File: src/rtl/multicycle_control.sv
`default_nettype none
// ============================================================================
// Module   : multicycle_control
// Brief    : Main control FSM of the multicycle processor; sequences the
//            shared ALU, IR, register file and unified memory port.
// Revision : 1.0 - initial release
// ============================================================================
module multicycle_control #(
    parameter int MUL_LAT = 3,
    parameter int CNT_W   = 32
) (
    input  logic             clk,
    input  logic             rst,
    input  logic [5:0]       opcode,
    input  logic [5:0]       funct,
    input  logic             zeroflag,
    input  logic             mem_ready,
    output logic             pc_write,
    output logic             pc_write_cond,
    output logic             iord,
    output logic             mem_read,
    output logic             mem_write,
    output logic             ir_write,
    output logic             mem_to_reg,
    output logic             reg_dst,
    output logic             reg_write,
    output logic             alu_src_a,
    output logic [1:0]       alu_src_b,
    output logic [1:0]       alu_opp,
    output logic [1:0]       alu_op,
    output logic [1:0]       pc_source,
    output logic             illegal_op,
    output logic [CNT_W-1:0] instr_retired,
    output logic [3:0]       state_dbg
);

    typedef enum logic [3:0] {
        S_FETCH    = 4'd0,
        S_DECODE   = 4'd1,
        S_MEMADDR  = 4'd2,
        S_MEMREAD  = 4'd3,
        S_MEMWB    = 4'd4,
        S_MEMWRITE = 4'd5,
        S_EXECUTE  = 4'd6,
        S_RWB      = 4'd7,
        S_BRANCH   = 4'd8,
        S_JUMP     = 4'd9
    } state_t;

    localparam logic [5:0] OP_RTYPE = 6'b000000;
    localparam logic [5:0] OP_LW    = 6'b100011;
    localparam logic [5:0] OP_SW    = 6'b101011;
    localparam logic [5:0] OP_BEQ   = 6'b000100;
    localparam logic [5:0] OP_J     = 6'b000010;
    localparam logic [3:0] MUL_LAST = 4'(MUL_LAT - 1);

    state_t             state_q,   state_d;
    logic [3:0]         mul_cnt_q, mul_cnt_d;
    logic [CNT_W-1:0]   retired_q, retired_d;
    logic               illegal_q, illegal_d;
    logic               retire;

    // zeroflag only qualifies pc_write_cond inside the datapath.
    logic unused_inputs;
    assign unused_inputs = ^{funct[5:2], zeroflag};

    always_comb begin
        state_d   = state_q;
        mul_cnt_d = mul_cnt_q;
        illegal_d = 1'b0;
        retire    = 1'b0;
        case (state_q)
            S_FETCH: begin
                if (mem_ready) state_d = S_DECODE;
            end
            S_DECODE: begin
                case (opcode)
                    OP_RTYPE:     state_d = S_EXECUTE;
                    OP_LW, OP_SW: state_d = S_MEMADDR;
                    OP_BEQ:       state_d = S_BRANCH;
                    OP_J:         state_d = S_JUMP;
                    default: begin
                        state_d   = S_FETCH;
                        illegal_d = 1'b1;
                    end
                endcase
            end
            S_MEMADDR: begin
                state_d = (opcode == OP_LW) ? S_MEMREAD : S_MEMWRITE;
            end
            S_MEMREAD: begin
                if (mem_ready) state_d = S_MEMWB;
            end
            S_MEMWB: begin
                state_d = S_FETCH;
                retire  = 1'b1;
            end
            S_MEMWRITE: begin
                if (mem_ready) begin
                    state_d = S_FETCH;
                    retire  = 1'b1;
                end
            end
            S_EXECUTE: begin
                // Multiply dwells MUL_LAT cycles; the counter is back at zero on exit.
                if ((funct[1:0] == 2'b10) && (mul_cnt_q != MUL_LAST)) begin
                    mul_cnt_d = mul_cnt_q + 4'd1;
                end else begin
                    mul_cnt_d = 4'd0;
                    state_d   = S_RWB;
                end
            end
            S_RWB, S_BRANCH, S_JUMP: begin
                state_d = S_FETCH;
                retire  = 1'b1;
            end
            default: state_d = S_FETCH;
        endcase
        retired_d = retire ? (retired_q + {{(CNT_W-1){1'b0}}, 1'b1}) : retired_q;
    end

    always_ff @(posedge clk or negedge rst) begin
        if (!rst) begin
            state_q   <= S_FETCH;
            mul_cnt_q <= 4'd0;
            retired_q <= '0;
            illegal_q <= 1'b0;
        end else begin
            state_q   <= state_d;
            mul_cnt_q <= mul_cnt_d;
            retired_q <= retired_d;
            illegal_q <= illegal_d;
        end
    end

    always_comb begin
        pc_write      = 1'b0;
        pc_write_cond = 1'b0;
        iord          = 1'b0;
        mem_read      = 1'b0;
        mem_write     = 1'b0;
        ir_write      = 1'b0;
        mem_to_reg    = 1'b0;
        reg_dst       = 1'b0;
        reg_write     = 1'b0;
        alu_src_a     = 1'b0;
        alu_src_b     = 2'b00;
        alu_opp       = 2'b00;
        alu_op        = 2'b00;
        pc_source     = 2'b00;
        case (state_q)
            S_FETCH: begin
                mem_read  = 1'b1;
                alu_src_b = 2'b01;
                ir_write  = mem_ready;
                pc_write  = mem_ready;
            end
            S_DECODE: begin
                alu_src_b = 2'b11;
            end
            S_MEMADDR: begin
                alu_src_a = 1'b1;
                alu_src_b = 2'b10;
            end
            S_MEMREAD: begin
                mem_read = 1'b1;
                iord     = 1'b1;
            end
            S_MEMWB: begin
                reg_write  = 1'b1;
                mem_to_reg = 1'b1;
            end
            S_MEMWRITE: begin
                mem_write = 1'b1;
                iord      = 1'b1;
            end
            S_EXECUTE: begin
                alu_src_a = 1'b1;
                alu_opp   = 2'b10;
                alu_op    = funct[1:0];
            end
            S_RWB: begin
                reg_write = 1'b1;
                reg_dst   = 1'b1;
                alu_opp   = 2'b10;
                alu_op    = funct[1:0];
            end
            S_BRANCH: begin
                alu_src_a     = 1'b1;
                alu_opp       = 2'b01;
                pc_write_cond = 1'b1;
                pc_source     = 2'b01;
            end
            S_JUMP: begin
                pc_write  = 1'b1;
                pc_source = 2'b10;
            end
            default: ;
        endcase
        // Reset overrides the FETCH decode so nothing toggles while held.
        if (!rst) begin
            pc_write      = 1'b0;
            pc_write_cond = 1'b0;
            iord          = 1'b0;
            mem_read      = 1'b0;
            mem_write     = 1'b0;
            ir_write      = 1'b0;
            mem_to_reg    = 1'b0;
            reg_dst       = 1'b0;
            reg_write     = 1'b0;
            alu_src_a     = 1'b0;
            alu_src_b     = 2'b00;
            alu_opp       = 2'b00;
            alu_op        = 2'b00;
            pc_source     = 2'b00;
        end
    end

    assign illegal_op    = illegal_q;
    assign instr_retired = retired_q;
    assign state_dbg     = rst ? state_q : 4'd0;

endmodule
`default_nettype wire

File: config.mk
export PLATFORM = sky130hd
export DESIGN_NAME = multicycle_control
export DESIGN_NICKNAME = d
export VERILOG_FILES = /design/src/rtl/multicycle_control.sv
export SDC_FILE = /design/constraint.sdc
export NUM_CORES = 1
export LEC_CHECK = 0
export CAP_MARGIN = 0
export CORE_ASPECT_RATIO = 1.75
export CORE_MARGIN = 2
export CORE_UTILIZATION = 51
export DETAILED_ROUTE_END_ITERATION = 10
export PLACE_DENSITY = 0.86
export SYNTH_ARGS = -nofsm -noshare
export SYNTH_HDL_FRONTEND = slang
export SYNTH_SLANG_ARGS = --single-unit
File: constraint.sdc
create_clock -name clk -period 4.6 [get_ports clk]
set_clock_uncertainty 0.15 [all_clocks]
set_input_delay 0.46 -clock clk [delete_from_list [all_inputs] [get_ports clk]]
set_output_delay 0.46 -clock clk [all_outputs]
set_load 0.05 [all_outputs]
==> results of run 1 <==
path summary, 6_finish.rpt:
check | startpoint | endpoint | slack (ps) | depth (start not counted)
min reg2reg | instr_retired[31] | instr_retired[31] | 340 | 1
min in group clk | instr_retired[31] | instr_retired[31] | 340 | 1
max | state_q[1] | pc_write | 1530 | 4
max in group asynchronous | rst | instr_retired[31] | 3790 | 2
max reg2reg | state_q[1] | instr_retired[12] | 2120 | 5
min | rst | instr_retired[21] | 140 | 2
registers in the layout (all words and copies together) (netlist names):
register,cells
mul_cnt_q,4
instr_retired,32
illegal_op,1
state_q,4
per-stage QoR:
stage / total power (µW) / setup WS [ps] / instance area [µm²] / std cells
floorplan: 550.9 / 1094 / 2346 / 250
global placement: 630.3 / 1739 / 3012 / 358
detailed placement: 635.1 / 1707 / 3012 / 358
CTS: 933.2 / 1519 / 3128 / 366
global route: 965.7 / 1404 / 3128 / 366
finish: 925.5 / 1527 / 3128 / 366
final cells by class:
| type | count | area (µm²) |
|---|---|---|
| multi-input cells | 188 | 1224 |
| flip-flops and latches | 41 | 1026 |
| well taps | 51 | 63.81 |
| clock inverters | 1 | 30.03 |
| repair buffers | 66 | 653.1 |
| fillers | 358 | 1276 |
| clock buffers | 7 | 86.33 |
| inverters | 12 | 45.04 |
power by group through the flow:
stage	clock network (µW)	registers (µW)	logic [µW]
after CTS	304	405	224
after floorplan	0	461	90.1
after global routing	320	409	237
after detailed placement	0	412	223
after global placement	0	412	218
final	299	405	222
worst reg2reg max path, stage by stage, from the launching register on:
cell and delay (ps):
dfrtp_1 610, or3b_1 520, o21a_1 150, a21o_1 380, nor4_1 420, xor2_1 180
per-layer routing:
metal | vias to the layer above | track usage | share of wire
li1 | 989 | - | -
met1 | 985 | 0.2309 | 0.38
met2 | 66 | 0.4077 | 0.54
met3 | 12 | 0.04132 | 0.049
met4 | 0 | 0.1138 | 0.027
met5 | - | 0 | 0
cells by family after synthesis:
group,after synthesis,share of synthesized area
adders and majority gates,3,0.01600
muxes,2,0.009599
DFF,41,0.4373
AOI/OAI and AO/OA,28,0.07787
buffers and inverters,21,0.04106
and+or+nand+nor,122,0.2949
xor gates and xnor gates,33,0.1232
placed cells by master, fill, tap and decap left out, types with 3 or more instances in the layout:
| master | n |
|---|---|
| nor2b_1 | 3 |
| clkbuf_8 | 6 |
| ha_1 | 3 |
| xor2_1 | 20 |
| nor2_1 | 16 |
| dfrtp_1 | 41 |
| nor3_2 | 3 |
| or2_2 | 3 |
| nand4_1 | 6 |
| nand3_1 | 11 |
| inv_1 | 12 |
| xnor2_1 | 13 |
| nand2_1 | 28 |
| nand2b_1 | 3 |
| and2_1 | 7 |
| or3_1 | 3 |
| nor3_1 | 17 |
| o21ai_0 | 7 |
| clkdlybuf4s50_1 | 64 |
| a21oi_1 | 6 |
| nor4_1 | 6 |
==> metrics.md, run 1 <==
| Metric | Value |
|---|---|
| Status | complete, no violations |
| Clk_lat worst skew | roughly 290 ps |
| Most frequent cell after synthesis | dfrtp_1 |
| Ant diodes | 0 |
| FMAX | ~330 MHz |
| Fin crit share | 0.6679 |
| Clock transition at path regs | roughly 80 ps |
| Die Width | ~55 µm |
| Clock share of power | 0.323 |
| Synth async-reset ratio | 1.000 |
| WP data arrival | about 2500 ps |
| Routed Antenna Nets | 0 |
| Util after Layout | 0.7102 |
| Largest cells by area after synthesis | dfrtp_1 44%, xor2_1 7.5%, xnor2_1 4.9% |
| Number of global-route vias before repair | roughly 2,000 |
| FP Rows | 32 |
| Internal power | 634.6 µW |
| Ratio of cells with drive above 1 in the final layout | 0.07619 |
| Sequential fraction of the synthesis area | 0.4373 |
| CTS tree | yes |
| CP cell instances | or3b_1 > nor2_1 > or2_2 > clkdlybuf4s50_1 |
| Post-synthesis cell area | about 2300 µm² |
| Final nets | roughly 330 |
| Area leader, netlist | dfrtp_1 |
| Sequential power share | 0.438 |
| MaxCap Viol Count | 0 |
| Setup TNS | 0 ps |
| Slowest stage delay, CP | between 700 and 800 ps |
| Critical path required time | 3990 ps |
| Max Slew Vio Count | 0 |
| Syn Nets | approximately 270 |
| Syn avg cell area | ~9.4 µm² |
| Post-CTS setup buffer count | 0 |
| # hold bufs at CTS | 0 |
| WS Path Type | reg -> out |
| Initial antenna violation count | 0 |
| Synth unique cells | 50 |
| Router iterations before antenna repair | 4 |
| Via count | around 2,000 |
| YS warnings | 0 |
| Fin crit period | 3073 ps |
| Worst setup EP type | primary output |
| IO Count | 71 |
| RSZ-0062 raised after global routing | no |
| Final Hold Viols | 0 |
| Synth cell count leaders | 41 x dfrtp_1, 28 x nand2_1, 20 x xor2_1 |
| Cell family with most CP delay | simple AND/OR/NAND/NOR gates |
| Post-Syn Instances | 250 |
| Iter 0 DRT Violations | between 50 and 60 |
| Pwr dens | ~300 nW/µm² |
| Peak supply drop | approximately 260 µV |
| Critical path's slowest cell | clkdlybuf4s50_1 |
| Residual DRC | 0 |
| Total CTS buffers | 5 |
| Grt total ovfl | 0 |
| Rel. slew slack | 0.5845 |
| Setup-failing EPs final | 0 |
| Initial Util | 0.5327 |
| Synth Flop Type | dfrtp_1 |
| CP max FO | 22 |
| Clk root buf | clkbuf_8 |
| Comb power frac | 0.240 |
| Clock Sinks | slightly above 40 |
| Area grow syn2layout | 33.33% |
| First-pass GRT wire length | 8976 µm |
| CORE AREA | roughly 4400 µm² |
| Psw | between 200 and 300 µW |
| CTS max path bufs | 2 |
| Die area | around 5200 µm² |
| Crit path launch type | register |
| WP buf/inv | 1 |
| Resized cells post-CTS | 0 |
| Top cell type's share of synthesized area | 0.4373 |
| Via/cell ratio | roughly 5.6 |
| GP Congestion | approximately 0.8 |
| Total track usage | 0.2198 |
| DP Wirelength | between 3000 and 4000 µm |
| Tightest Hold Check Type | in -> async |
| Largest net degree at the start of global routing | 46 |
| Synthesis-stage register bit count | 41 |
| Port Buffers | 65 |
| H-tree depth | 2 |
| Final wirelength | around 5400 µm |
| Number of synthesized flops with an enable pin | 0 |
| LEAKAGE | ~0.0013 µW |
| Worst Tran Pin Value | a little over 600 ps |
| Die Span Y | about 94 µm |
| WL/cell | 14.72 µm |
| WHS | between 100 and 150 ps |
| Sw frac | 0.3143 |
Power figures use the tool's default switching activity.
==> run 2, diff against run 1 <==
Settings changed: CORE_UTILIZATION 51 to 47, PLACE_DENSITY 0.86 to 0.8.
Clock period 4.6 ns to 2.83 ns, I/O delays scaled along.
==> metrics.md, run 2 (synthesis results as in run 1) <==
| Metric | Value |
|---|---|
| Status | complete, no violations |
| Worst Tran Pin Value | between 700 and 800 ps |
| FMAX | about 380 MHz |
| CORE AREA | between 4000 and 5000 µm² |
| Critical path's slowest cell | dlygate4sd3_1 |
| Router iterations before antenna repair | 4 |
| Final wirelength | around 5600 µm |
| Total CTS buffers | 5 |
| Largest net degree at the start of global routing | 28 |
| H-tree depth | 2 |
| Grt total ovfl | 0 |
| Crit path launch type | input pin |
| Initial antenna violation count | 0 |
| Largest register FFs | 32 |
| CTS max path bufs | 2 |
| Setup TNS | 0 ps |
| Cell mode on critical path | and2_1 |
| Max Slew Vio Count | 0 |
| Via/cell ratio | approximately 5.5 |
| Multi-input logic area | between 1000 and 1500 µm² |
| Ant diodes | 0 |
| LEAKAGE | between 0.001 and 0.0015 µW |
| Ratio of cells with drive above 1 in the final layout | 0.1599 |
| Number of fillers in the final layout | ~400 |
| Util after Layout | 0.6714 |
| Most frequent cells in the layout | 42 x clkdlybuf4s50_1, 41 x dfrtp_1, 28 x nand2_1 |
| Die Span Y | between 90 and 100 µm |
| Critical path required time | 2400 ps |
| Area grow syn2layout | 40.00% |
| Pre-CTS WS | around 460 ps |
| Final worst setup slack | around 190 ps |
| Total track usage | 0.2103 |
| Slowest stage delay, CP | between 500 and 600 ps |
| Clk root buf | clkbuf_8 |
| GP Congestion | between 0.8 and 0.9 |
| Fin crit share | 0.9333 |
| Routed Antenna Nets | 0 |
| Number of global-route vias before repair | just over 2,000 |
| Rel. slew slack | 0.5022 |
| Clk_lat worst skew | around 290 ps |
| CP cell instances | dlygate4sd3_1 > buf_2 > and2_1 > and3_1 > and2_1 > or2_2 > buf_12 |
| FP Rows | 34 |
| RSZ-0062 raised after global routing | no |
| Die area | about 5600 µm² |
| Tightest Hold Check Type | in -> async |
| Total power | between 1500 and 2000 µW |
| WL/cell | 15.03 µm |
| Die Width | ~57 µm |
| Port Buffers | 65 |
| Pwr dens | around 460 nW/µm² |
| CTS tree | yes |
| Setup-failing EPs final | 0 |
| Residual DRC | 0 |
| Peak supply drop | about 430 µV |
| WHS | 243.3 ps |
| Flip-flop and latch area | slightly above 1000 µm² |
| Via count | slightly above 2,000 |
| First-pass GRT wire length | about 9300 µm |
| WP data arrival | 2210 ps |
| Initial Util | 0.4795 |
| WS Path Type | in -> out |
| Final Hold Viols | 0 |
| Worst setup EP type | primary output |
| Iter 0 DRT Violations | between 60 and 70 |
| Fin crit period | approximately 2600 ps |
| Clock transition at path regs | about 80 ps |
| Clock Sinks | 41 |
| MaxCap Viol Count | 0 |
| Commonest non-fill, non-tap cell in the layout | clkdlybuf4s50_1 |
| DP Wirelength | ~4200 µm |
| CP max FO | 12 |
| Final nets | around 340 |
| IO Count | between 70 and 80 |
==> run 2: area by class of cell <==
| type | count | area share |
|---|---|---|
| clock buffer | 7 | 0.02629 |
| clock inverter | 1 | 0.009143 |
| inverter | 12 | 0.01371 |
| multi-input combinational | 188 | 0.3764 |
| sequential | 41 | 0.3124 |
| tap | 54 | 0.02057 |
| timing repair buffer | 70 | 0.2415 |
==> run 2: worst paths after layout <==
kind	start	to	slack (ps)	depth (start not counted)
setup reg to reg	state_q[3]	instr_retired[12]	490	5
hold / removal	rst	instr_retired[26]	240	2
max in group asynchronous	rst	instr_retired[3]	1670	3
hold reg to reg	instr_retired[31]	instr_retired[31]	320	1
min in group clk	instr_retired[31]	instr_retired[31]	320	1
setup / recovery	rst	reg_write	190	7
==> run 2: timing repair <==
item / 4_1_cts / 5_1_grt
hold buffers: 1 / 0
endpoints found under the hold margin: 8 / 0
buffers inserted: 0 / 0
gates resized for setup: 0 / 0
==> run 2: power by group <==
| group | switching, µW | leakage, µW | total (µW) | internal (µW) |
|---|---|---|---|---|
| registers | 43.0 | 0.000507 | 659 | 616 |
| clock network | 199 | 0.0000585 | 487 | 288 |
| logic | 238 | 0.000822 | 373 | 134 |
==> run 2: metrics by stage <==
stage               instances  area (µm²)
floorplan                 250        2359
global placement          364        3158
detailed placement        364        3158
CTS                       373        3284
global route              373        3284
finish                    373        3284
==> run 2: worst max-delay path: cells and delay by family <==
family	cells	cell delay, ps
and+or+nand+nor	4	1020
buffers and inverters	3	900
==> run 2: per-layer routing <==
metal | vias to the layer above | wire (µm) | GRT usage
met5 | - | 0 | 0
met4 | 0 | 110 | 0.08766
met3 | 10 | 193 | 0.02530
met2 | 58 | 3187 | 0.3864
met1 | 992 | 2115 | 0.2334
li1 | 1008 | - | -
==> run 3, diff against run 2 <==
Settings changed: CTS_CLUSTER_DIAMETER from default to 80.
==> results of run 3 <==
The final DEF is identical to that of run 2; final timing and power are the same.
